--- src/rtl/alu_issue_ctrl.sv ---
// Issue controller sitting between a request handshake and a combinational ALU:
// latches one operation, drives the ALU, captures its result and holds it until consumed.
module alu_issue_ctrl #(
  parameter int word_size = 32
) (
  input  logic                 clk,
  input  logic                 clear,
  input  logic                 req_valid,
  output logic                 req_ready,
  input  logic [4:0]           req_op,
  input  logic [word_size-1:0] req_a,
  input  logic [word_size-1:0] req_b,
  output logic [word_size-1:0] alu_a,
  output logic [word_size-1:0] alu_b,
  output logic [4:0]           alu_sel,
  input  logic [word_size-1:0] alu_low,
  input  logic [word_size-1:0] alu_high,
  output logic [word_size-1:0] z_low,
  output logic [word_size-1:0] z_high,
  output logic                 z_valid,
  input  logic                 z_ready,
  output logic                 div_zero,
  output logic                 illegal_op,
  output logic [15:0]          ops_done
);

  // state   | meaning
  // IDLE    | ready for a request
  // DRIVE   | operands on the ALU, one settle cycle
  // CAPTURE | register ALU result (div-by-zero override applied here)
  // HOLD    | result presented, waiting for z_ready
  typedef enum logic [1:0] {IDLE, DRIVE, CAPTURE, HOLD} state_t;

  localparam logic [4:0] OP_DIV     = 5'd2;
  localparam logic [4:0] OP_MAX_LEG = 5'd5;

  state_t                 state_q, state_d;
  logic [word_size-1:0]   a_q, a_d, b_q, b_d;
  logic [4:0]             sel_q, sel_d;
  logic [word_size-1:0]   z_low_q, z_low_d, z_high_q, z_high_d;
  logic                   div_zero_q, div_zero_d, illegal_q, illegal_d;
  logic [15:0]            ops_done_q, ops_done_d;

  always_comb begin
    state_d    = state_q;
    a_d        = a_q;
    b_d        = b_q;
    sel_d      = sel_q;
    z_low_d    = z_low_q;
    z_high_d   = z_high_q;
    div_zero_d = div_zero_q;
    illegal_d  = illegal_q;
    ops_done_d = ops_done_q;
    case (state_q)
      IDLE: begin
        if (req_valid) begin
          a_d = req_a;
          b_d = req_b;
          if (req_op <= OP_MAX_LEG) begin
            sel_d   = req_op;
            state_d = DRIVE;
          end else begin
            // alu_sel keeps the last legal opcode so the ALU input does not glitch
            illegal_d  = 1'b1;
            z_low_d    = '0;
            z_high_d   = '0;
            div_zero_d = 1'b0;
            state_d    = HOLD;
          end
        end
      end
      DRIVE: state_d = CAPTURE;
      CAPTURE: begin
        illegal_d = 1'b0;
        if (sel_q == OP_DIV && b_q == '0) begin
          z_low_d    = '1;
          z_high_d   = '0;
          div_zero_d = 1'b1;
        end else begin
          z_low_d    = alu_low;
          z_high_d   = alu_high;
          div_zero_d = 1'b0;
        end
        state_d = HOLD;
      end
      HOLD: begin
        if (z_ready) begin
          ops_done_d = ops_done_q + 16'd1;
          state_d    = IDLE;
        end
      end
      default: state_d = IDLE;
    endcase
  end

  always_ff @(posedge clk) begin
    if (clear) begin
      state_q    <= IDLE;
      a_q        <= '0;
      b_q        <= '0;
      sel_q      <= '0;
      z_low_q    <= '0;
      z_high_q   <= '0;
      div_zero_q <= 1'b0;
      illegal_q  <= 1'b0;
      ops_done_q <= '0;
    end else begin
      state_q    <= state_d;
      a_q        <= a_d;
      b_q        <= b_d;
      sel_q      <= sel_d;
      z_low_q    <= z_low_d;
      z_high_q   <= z_high_d;
      div_zero_q <= div_zero_d;
      illegal_q  <= illegal_d;
      ops_done_q <= ops_done_d;
    end
  end

  assign req_ready  = (state_q == IDLE);
  assign z_valid    = (state_q == HOLD);
  assign alu_a      = a_q;
  assign alu_b      = b_q;
  assign alu_sel    = sel_q;
  assign z_low      = z_low_q;
  assign z_high     = z_high_q;
  assign div_zero   = div_zero_q;
  assign illegal_op = illegal_q;
  assign ops_done   = ops_done_q;

endmodule

--- config.mk ---
export PLATFORM = sky130hd
export DESIGN_NAME = alu_issue_ctrl
export DESIGN_NICKNAME = d
export VERILOG_FILES = /design/src/rtl/alu_issue_ctrl.sv
export SDC_FILE = /design/constraint.sdc
export NUM_CORES = 1
export LEC_CHECK = 0
export CORE_UTILIZATION = 41
export CTS_BUF_LIST = sky130_fd_sc_hd__clkbuf_4
export CTS_CLUSTER_DIAMETER = 200
export CTS_CLUSTER_SIZE = 24
export DETAILED_ROUTE_END_ITERATION = 12
export PLACE_DENSITY = 0.83
export SLEW_MARGIN = 10
export SYNTH_ARGS = -nofsm -noshare
export SYNTH_HDL_FRONTEND = slang
export SYNTH_SLANG_ARGS = --single-unit
--- constraint.sdc ---
create_clock -name clk -period 2.2 [get_ports clk]
set_input_delay 0.22 -clock clk [delete_from_list [all_inputs] [get_ports clk]]
set_output_delay 0.22 -clock clk [all_outputs]
set_load 0.005 [all_outputs]
==> flow_metrics.tcl <==
set metrics [dict create \
    place_ws_ns 0.146 \
    ioPinCount 290 \
    regToRegSetupSlack_ns 0.34 \
    worstPathRequired_ns 1.98 \
    total_power_w 0.00861 \
    drcViolationCount 0 \
    routed_via_density 5.03 \
    yosysSeqAreaShare_pct 55.5 \
    synth-compound-area-share_pct 20.9 \
    dpl.cell_count 1035 \
    antennaDiodeCount 0 \
    slew_viol_final 0 \
    placementRows 42 \
    dieWidth_microns 118 \
    relSlewSlack_pct 59.2 \
    grtUsageMet2_pct 40.4 \
    fin_cells 1067 \
    yosys_warnings 0 \
    hold_path_end "state_q[1]" \
    grt_util_met3_pct 7.07 \
    grt_pass1_vias 5097 \
    synth_top_family_by_area "compound AO/OA/AOI/OAI gates" \
    drv_cap 0 \
    synth.avg_cell_area_sq_um 9.18 \
    cts_max_level 4 \
    setup_ws_ns 0.142 \
    drt-initial-drc-count 376 \
    synth_fa_ha_area_share_pct 0.907 \
    cp-start-kind "register" \
    syn_inst 601 \
    start_util_pct 41.8 \
    dpl.hpwl_microns 11600 \
    stdcell_area_sq_um 8890 \
    clock_sinks 153 \
    place.gp.congestion 0.777 \
    clk_pin_slew_ns 0.13 \
    grt_max_degree 66 \
    layout_common_cells "clkdlybuf4s50_1, dfxtp_1, nand2_1" \
    yosys-mux-area-fraction_pct 0.544 \
    dieArea_sq_um 13900 \
    setup-violations-final 0 \
    placed_area_sq_um 8570 \
    r2r-start "state_q[1]" \
    clock_latency_ns 0.55 \
    postSynthNetCount 742 \
    globalRouteMet1Util_pct 28.6 \
    synth_area_sq_um 5520 \
    worst_slew_pin_slew_ns 0.612 \
    peakVddDrop_mv 0.410 \
    vias 5367 \
    ys_ff_latch 153 \
    antenna_found_initial 0 \
    clock_path_buffers 2 \
    cts_buffers 17 \
    finalHoldViolations 0 \
    whs_path_depth 2 \
    synth_cell_type_count 42 \
    worstSetupPathType "register to output port" \
    status "complete, no violations" \
    yosys.area_share.simple_pct 16.1 \
    setup_tns_ns 0 \
    grt_usage_pct 24.1 \
    p_leak_nw 3.24 \
    hp-start "clear" \
    final_common_cell "clkdlybuf4s50_1" \
    max_freq_mhz 486 \
    r2r_end "ops_done[15]" \
    cts_tree "yes" \
    overflow 0 \
    period_minus_slack_ns 2.06 \
    finalCritPeriodShare_pct 93.6 \
    min_path_type "input port to register" \
    wl_per_cell_microns 15.6 \
    root_buffer "clkbuf_4" \
    reg2reg_depth 5 \
    busiest_layer "met2" \
    arrival_ns 1.84 \
    grt_pass1_wl_microns 26400 \
    first_pass_iters 4 \
    cts_hold_buf 0 \
    coreArea_sq_um 13200 \
    rsz0062_at_grt "no" \
    finalClockSkew_ns 0.0197 \
    drt-total-wl_microns 16600 \
    chipHeight_microns 118 \
    crit_path_end_kind "output port" \
    critPathMaxFanout 10 \
    drtAntennaViolNets 0 \
    power.density_nw_per_um2 969 \
    area_growth_pct 61.2 \
    io_buffers 289 \
    final_nets 1019 \
    layout-drive-gt1-share_pct 6.85 \
    synthXorXnorAreaFrac_pct 1.91 \
]
-- registers in the layout, indices dropped and copies added (netlist names) --
signal      flops
alu_sel         5
ops_done       16
alu_b          32
div_zero        1
z_low          32
illegal_op      1
alu_a          32
z_high         32
state_q         2
-- cell type report --
class	instances	area, sq um
Clock buffer	17	128
Timing Repair Buffer	304	3040
Fill cell	1069	4300
Inverter	3	11.3
Sequential cell	153	3060
Clock inverter	15	189
Multi-Input combinational cell	399	2240
Tap cell	176	220
-- worst max-delay path: stages (launching register included) --
cell	delay [ns]
dfxtp_1	0.36
inv_1	0.08
ha_2	0.28
clkdlybuf4s50_1	0.58
-- power by group --
part / switching (W) / internal, W / leakage [nW]
Clock: 0.00106 / 0.000812 / 0.160
Combinational: 0.00140 / 0.00172 / 1.83
Sequential: 0.000315 / 0.00330 / 1.25
Total: 0.00278 / 0.00583 / 3.24
-- worst max-delay path by stage --
stage / startpoint / to / cells past startpoint
detailed placement: req_op[2] / z_high[31] / 6
finish: state_q[0] / req_ready / 3
floorplan: state_q[0] / z_high[10] / 8
global route: state_q[1] / z_valid / 2
CTS: state_q[0] / req_ready / 3
global placement: req_op[2] / z_low[24] / 7
-- synthesized netlist by cell type --
master     number  share of area [%]
mux2i_1         3               0.54
xor2_1         12                1.9
a22o_2          2               0.36
a22oi_1        32                4.4
or4_4           1               0.20
o2111ai_2       1               0.27
and4_1          6               0.95
buf_2           4               0.36
nor2b_1         3               0.34
nor3b_1         2               0.27
nand4b_1        1               0.16
a21bo_2         1               0.18
dfxtp_1       153                 56
and3_1          1               0.11
a211oi_1        1               0.14
o21ai_1         7               0.64
a21oi_1        71                6.4
clkbuf_2        3               0.27
and2_1          3               0.34
clkbuf_1       31                2.1
a21oi_2         1               0.16
nor2_1         20                1.4
nand3_1         4               0.36
ha_1            4               0.91
inv_1           3               0.20
nand4_1         7               0.79
a31oi_1         1               0.11
or3_1           2               0.23
nor4_1          6               0.68
nand2_1       138                9.4
o21ba_2         1               0.18
nor3_4          1               0.29
buf_6           3               0.61
nor3_1          4               0.36
buf_4           3               0.41
nand2b_1        1               0.11
nor4b_1         1               0.16
buf_1           2               0.14
a311oi_4        1               0.48
o21ai_0        29                2.6
a22o_1         30                4.8
a211o_1         1               0.16
-- cell families (layout without fill, tap and decap cells) --
group                    after synthesis  in the layout
AO/OA/AOI/OAI                        179            179
XOR/XNOR                              12             12
adder cells (fa/ha/maj)                4              4
buffers and inverters                 49            339
flip-flops                           153            153
multiplexers                           3              3
AND/OR/NAND/NOR                      201            201
-- metal layers --
metal / up-vias / wire length, microns
li1: 2649 / -
met1: 2481 / 6850
met2: 213 / 8110
met3: 24 / 1350
met4: 0 / 306
met5: - / 0
-- stage by stage --
| step | hold slack, ns | util, % |
|---|---|---|
| 2_1_floorplan | 0.345 | - |
| 3_3_place_gp | 0.440 | 65.0 |
| 3_5_place_dp | 0.447 | 65.0 |
| 4_1_cts | 0.00291 | 67.4 |
| 5_1_grt | 0.0248 | 67.4 |
| 6_report | 0.0610 | 67.4 |
-- what timing repair did --
| item | in CTS | in global routing |
|---|---|---|
| gates resized for setup | 1 | 0 |
| endpoints found under the hold margin | 0 | 0 |
| buffers inserted | 0 | 0 |
| setup endpoints to repair | 1 | 0 |
(Power assumes the default switching activity.)
